File: config.mk
export PLATFORM = sky130hd
export DESIGN_NAME = cipher_out_buffer
export DESIGN_NICKNAME = d
export VERILOG_FILES = /design/src/rtl/cipher_out_buffer.sv
export SDC_FILE = /design/constraint.sdc
export NUM_CORES = 1
export LEC_CHECK = 0
export ABC_AREA = 1
export CORE_UTILIZATION = 52
export DETAILED_ROUTE_END_ITERATION = 6
export MAX_ROUTING_LAYER = met4
export PLACE_DENSITY_LB_ADDON = 0.12
export RECOVER_POWER = 25
export SETUP_SLACK_MARGIN = 0.3
export SYNTH_ARGS = -nofsm -noshare
export SYNTH_HDL_FRONTEND = slang
export SYNTH_SLANG_ARGS = --single-unit
File: constraint.sdc
create_clock -name clk -period 6.3 [get_ports clk]
set_input_delay 0.63 -clock clk [delete_from_list [all_inputs] [get_ports clk]]
set_output_delay 0.63 -clock clk [all_outputs]
set_load 0.1 [all_outputs]
File: src/rtl/cipher_out_buffer.sv
// cipher_out_buffer
//   Output stage behind the final encryption round. Each ciphertext word that
//   the last round registers is queued in a small FIFO. The FIFO presents its
//   head to the system through a valid/ready handshake. The round pipeline
//   cannot be stalled, so a word that arrives while the FIFO is full is
//   dropped, and the drop is counted.
//
//   Optional feature macro: CTBUF_PARITY_EN
//     When defined, every entry also holds 16 even-parity bits, one per byte
//     of IN. These bits are presented on out_parity, aligned with OUT.
//
// Ports
//   clk        pipeline clock, rising edge
//   rst        asynchronous active-low reset
//   IN         ciphertext from the last round's output register
//   in_valid   IN carries a new word this cycle
//   flush      synchronous clear of queue contents and drop statistics
//   OUT        registered head-of-queue word (show-ahead)
//   out_valid  OUT holds a queued word
//   out_ready  consumer takes OUT this cycle
//   full       queue holds DEPTH entries
//   level      occupancy, 0..DEPTH
//   overflow   sticky: at least one word has been dropped
//   drop_cnt   saturating count of dropped words
//   out_parity (CTBUF_PARITY_EN only) per-byte even parity of OUT

module cipher_out_buffer #(
   parameter int BLOCK_LENGTH = 128,
   parameter int DEPTH        = 4,
   parameter int CNT_W        = 8
) (
   input  logic                      clk,
   input  logic                      rst,
   input  logic [BLOCK_LENGTH-1:0]   IN,
   input  logic                      in_valid,
   input  logic                      flush,
   output logic [BLOCK_LENGTH-1:0]   OUT,
   output logic                      out_valid,
   input  logic                      out_ready,
   output logic                      full,
   output logic [$clog2(DEPTH):0]    level,
   output logic                      overflow,
   output logic [CNT_W-1:0]          drop_cnt
`ifdef CTBUF_PARITY_EN
   ,
   output logic [15:0]               out_parity
`endif
);

   localparam int PTR_W = $clog2(DEPTH);
   localparam int LVL_W = PTR_W + 1;

   logic [BLOCK_LENGTH-1:0] mem [DEPTH];
   logic [PTR_W-1:0]        wr_ptr, rd_ptr, wr_next, rd_next;
   logic [LVL_W-1:0]        level_next;
   logic [BLOCK_LENGTH-1:0] out_next;
   logic                    push, pop, drop;

   // A flush cycle ignores both sides of the queue. Qualifying push and pop
   // here keeps that rule in one place.
   assign pop  = out_valid && out_ready && !flush;
   assign push = in_valid && (!full || out_valid && out_ready) && !flush;
   assign drop = in_valid && full && !(out_valid && out_ready) && !flush;

   assign out_valid = (level != '0);
   assign full      = (level == LVL_W'(DEPTH));

   // Next head pointer and occupancy. The output register is loaded with
   // the word that will be at the head after this edge. That word is IN
   // when it is written straight into the head slot (push into an empty
   // queue, or push+pop with a single entry). When the queue drains, OUT
   // keeps the value that was popped last.
   always_comb begin
      // NOTE: every signal assigned in this block gets a default first, so no latch can be inferred.
      rd_next    = pop  ? rd_ptr + PTR_W'(1) : rd_ptr;
      wr_next    = push ? wr_ptr + PTR_W'(1) : wr_ptr;
      level_next = level;
      if (push && !pop)
         level_next = level + LVL_W'(1);
      else if (pop && !push)
         level_next = level - LVL_W'(1);
      out_next = OUT;
      if (level_next != '0) begin
         if (push && (wr_ptr == rd_next))
            out_next = IN;
         else
            out_next = mem[rd_next];
      end
   end

   // NOTE: the storage array has no reset. Every slot is written before it can be read, and leaving it out of reset keeps it a plain RAM.
   always_ff @(posedge clk) begin
      if (push)
         mem[wr_ptr] <= IN;
   end

   always_ff @(posedge clk or negedge rst) begin
      if (!rst) begin
         wr_ptr   <= '0;
         rd_ptr   <= '0;
         level    <= '0;
         OUT      <= '0;
         overflow <= 1'b0;
         drop_cnt <= '0;
      end else if (flush) begin
         wr_ptr   <= '0;
         rd_ptr   <= '0;
         level    <= '0;
         OUT      <= '0;
         overflow <= 1'b0;
         drop_cnt <= '0;
      end else begin
         wr_ptr <= wr_next;
         rd_ptr <= rd_next;
         level  <= level_next;
         OUT    <= out_next;
         if (drop) begin
            overflow <= 1'b1;
            if (drop_cnt != '1)
               drop_cnt <= drop_cnt + CNT_W'(1);
         end
      end
   end

`ifdef CTBUF_PARITY_EN
   // Parity bit k covers IN[8k+7:8k]. Even parity is the XOR of the byte.
   // This assumes BLOCK_LENGTH is 128.
   logic [15:0] par_mem [DEPTH];
   logic [15:0] in_parity;
   logic [15:0] par_next;

   always_comb begin
      in_parity = '0;
      for (int k = 0; k < 16; k++)
         in_parity[k] = ^IN[8*k +: 8];
   end

   // This selection mirrors out_next, so parity stays aligned with OUT.
   always_comb begin
      par_next = out_parity;
      if (level_next != '0) begin
         if (push && (wr_ptr == rd_next))
            par_next = in_parity;
         else
            par_next = par_mem[rd_next];
      end
   end

   always_ff @(posedge clk) begin
      if (push)
         par_mem[wr_ptr] <= in_parity;
   end

   always_ff @(posedge clk or negedge rst) begin
      if (!rst)
         out_parity <= '0;
      else if (flush)
         out_parity <= '0;
      else
         out_parity <= par_next;
   end
`endif

endmodule
==> results by group <==
Status
  – Status: complete, but fails checks
  – Violated checks: DRC

GRT
  – Total GRT Usage: 0.272
  – Grt ovf: 0
  – First-pass GRT wire length: 109000 um
  – Vias in the first global route: 19500
  – Initial antenna violation count: 16
  – Largest net degree at the start of global routing: 165

Synthesis
  – Xor/xnor share of the synthesized area: 0.000637
  – Mean Syn Cell Area: 10.4 sq um
  – FF+latch count, synth: 656
  – Main flop type after synthesis: edfxtp_1
  – Yosys Warn Count: 0
  – Synthesized area: 27500 sq um
  – Seq/Total Area, Yosys: 0.690
  – Unique masters post-synth: 22
  – Adder-cell share of the synthesized area: 0.00364
  – Post-synth ARST share: 0.220
  – EDFF count, synth: 512
  – Syn nets: 2773
  – Cell count after synthesis: 2632
  – Largest family of logic cells by synthesized area: simple AND/OR/NAND/NOR gates
  – Synth Area in Compound Gates: 0.0209
  – Synth Area in Simple Gates: 0.232
  – Mux cell area share after synthesis: 0

Clocking
  – CTS max path bufs: 3
  – Post CTS Setup Buffer Count: 0
  – Hold_buf cts: 0
  – TritonCTS buffer count: 68
  – CTS tree: built
  – Resized cells post-CTS: 0
  – H-tree depth: 3
  – Sink Count: 656
  – Clock slew at the register clock pins of the worst setup and hold paths: 0.07 ns
  – CTS root buf: clkbuf_16
  – Worst-Skew Late Latency: 0.59 ns

Die
  – Starting density of the core: 0.531
  – Io pins: 275
  – Die Y: 232 um
  – Core Box Area: 51800 sq um
  – Die area: 53800 sq um
  – Num rows: 83
  – Die X: 232 um

STA
  – Clk_skew: 0.0112 ns
  – Max frequency: 231 MHz
  – RSZ-0062 raised after global routing: false
  – Final period util: 0.686
  – Worst-Margin Slew: 1.12 ns
  – Slew Limit Fails: 0
  – Minimum clock period: 4.32 ns
  – Slew headroom: 0.254
  – Worst hold slack: 0.169 ns
  – Hold Vio Cnt, Final: 0
  – Setup violations, final: 0

Drt
  – Total Routed Length: 69000 um
  – DRC: 3
  – Drt wl/cell: 19.2 um
  – Vias per cell: 5.45
  – Vias: 19600
  – Drt first pass iters: 7
  – DRT iter0 DRCs: 1668
  – Routed Antenna Nets: 0

Placement
  – RD Place Congestion: 0.829
  – Dpl hpwl: 36900 um
  – Cell total after placement: 3453
  – Port buffer count: 274
  – Placed instance area: 30700 sq um

Flow run
  – Max Cap Viol: 0

Critical path
  – CP Max Fanout: 164
  – Setup CP Type: register to register
  – Crit path largest cell delay: 1.01 ns
  – Element type at the critical path start: register
  – Crit path top cell by count: nand2_1
  – CP cell instances: inv_1 -> ha_1 -> nand2_2 -> nand3_4 -> nand2_8 -> inv_6 -> buf_12 -> nand2_1 -> nand3_1 -> nand2_1 -> nand2_1 -> nand3_1 -> nand2_1
  – CP bufs+invs: 3
  – Worst EP arrival: 4.79 ns
  – Critical Path RT: 6.77 ns
  – CP endpoint kind: register
  – Worst path slowest cell: nand2_8
  – Cell family with most CP delay: simple AND/OR/NAND/NOR gates

Final layout
  – Nets: 2984
  – Share of cells above drive strength 1: 0.0535
  – Area Overhead vs Synth: 19.9%
  – Commonest non-fill, non-tap cells in the layout: nand2_1 (1040), edfxtp_1 (512), nand3_1 (427), clkdlybuf4s50_1 (180), inv_1 (153)
  – Post-route insts no fill: 3593
  – Design Area, Final: 33000 sq um
  – Fill cell count: 4042
  – Most common library cell in the layout ignoring fill and taps: nand2_1

Power and ir drop
  – VDD IR max: 0.242 mV
  – LEAKAGE: 13.8 nW
  – Pwr Density: 376 nW/um^2

Min path
  – Worst hold path class: input pin to asynchronous set/reset pin
## kinds of logic after synthesis
| group | Yosys count |
|---|---|
| DFF | 656 |
| adders and majority gates | 8 |
| AOI/OAI and AO/OA | 115 |
| xor gates and xnor gates | 2 |
| and+or+nand+nor | 1532 |
| buffers and inverters | 319 |
## metrics by stage
step	total power, mW	setup WS, ns	setup TNS (ns)	util
after floorplan	7.58	-1.34	-686.52	-
after global placement	8.45	1.58	0	0.592
after detailed placement	8.49	1.42	0	0.592
after CTS	12.5	1.98	0	0.635
after global routing	12.9	1.58	0	0.636
final	12.4	1.98	0	0.636
## registers in the layout, summed over array words and instances (netlist names)
register and flops:
drop_cnt 8, level 3, overflow 1, OUT 128, mem 512, wr_ptr 2
rd_ptr 2
## worst paths after layout
path	from	end	slack (ns)	depth (start not counted)
min reg2reg	OUT[56]	OUT[56]	0.48	2
min in group clk	OUT[56]	OUT[56]	0.48	2
min	rst	OUT[26]	0.17	1
max	level[0]	OUT[91]	1.98	13
max in group asynchronous	rst	OUT[78]	4.72	2
max reg2reg	level[0]	OUT[91]	1.98	13
## cell usage after synthesis, types with 2 or more instances
master       n  area, sq um
nand2_1   1042         3910
edfxtp_1   512        15400
nand3_1    429         2150
inv_1      154          578
dfrtp_1    144         3600
a21oi_1    107          536
buf_2      104          521
buf_4       29          218
nand4_1     29          181
clkbuf_1    22         82.6
nor2_1      21         78.8
ha_1         8          100
o21ai_0      8         40.0
buf_1        6         22.5
inv_2        4         15.0
nand2_2      3         18.8
nor3_1       3         15.0
or2_2        2         12.5
xor2_1       2         17.5
## per-layer routing
layer,wire length [um],up-vias,GRT usage,share of wire
li1,-,9258,-,-
met1,29800,9524,0.360,0.43
met2,33000,691,0.427,0.48
met3,4700,101,0.0449,0.068
met4,1450,0,0.0962,0.021
met5,0,-,-,0
## power by group
group	switching [mW]	total, mW	internal (mW)
logic	2.52	3.25	0.733
registers	0.165	5.14	4.97
clock network	1.62	4.02	2.39
## final cells by class
type | instances | area (sq um) | area share
sequential | 656 | 19000 | 0.576
multi-input combinational | 1657 | 7180 | 0.218
timing repair buffer | 302 | 3040 | 0.0922
clock buffer | 100 | 2100 | 0.0637
tap | 680 | 851 | 0.0258
inverter | 158 | 603 | 0.0183
clock inverter | 24 | 169 | 0.00512
antenna | 16 | 40.0 | 0.00121
(Power assumes the default switching activity.)
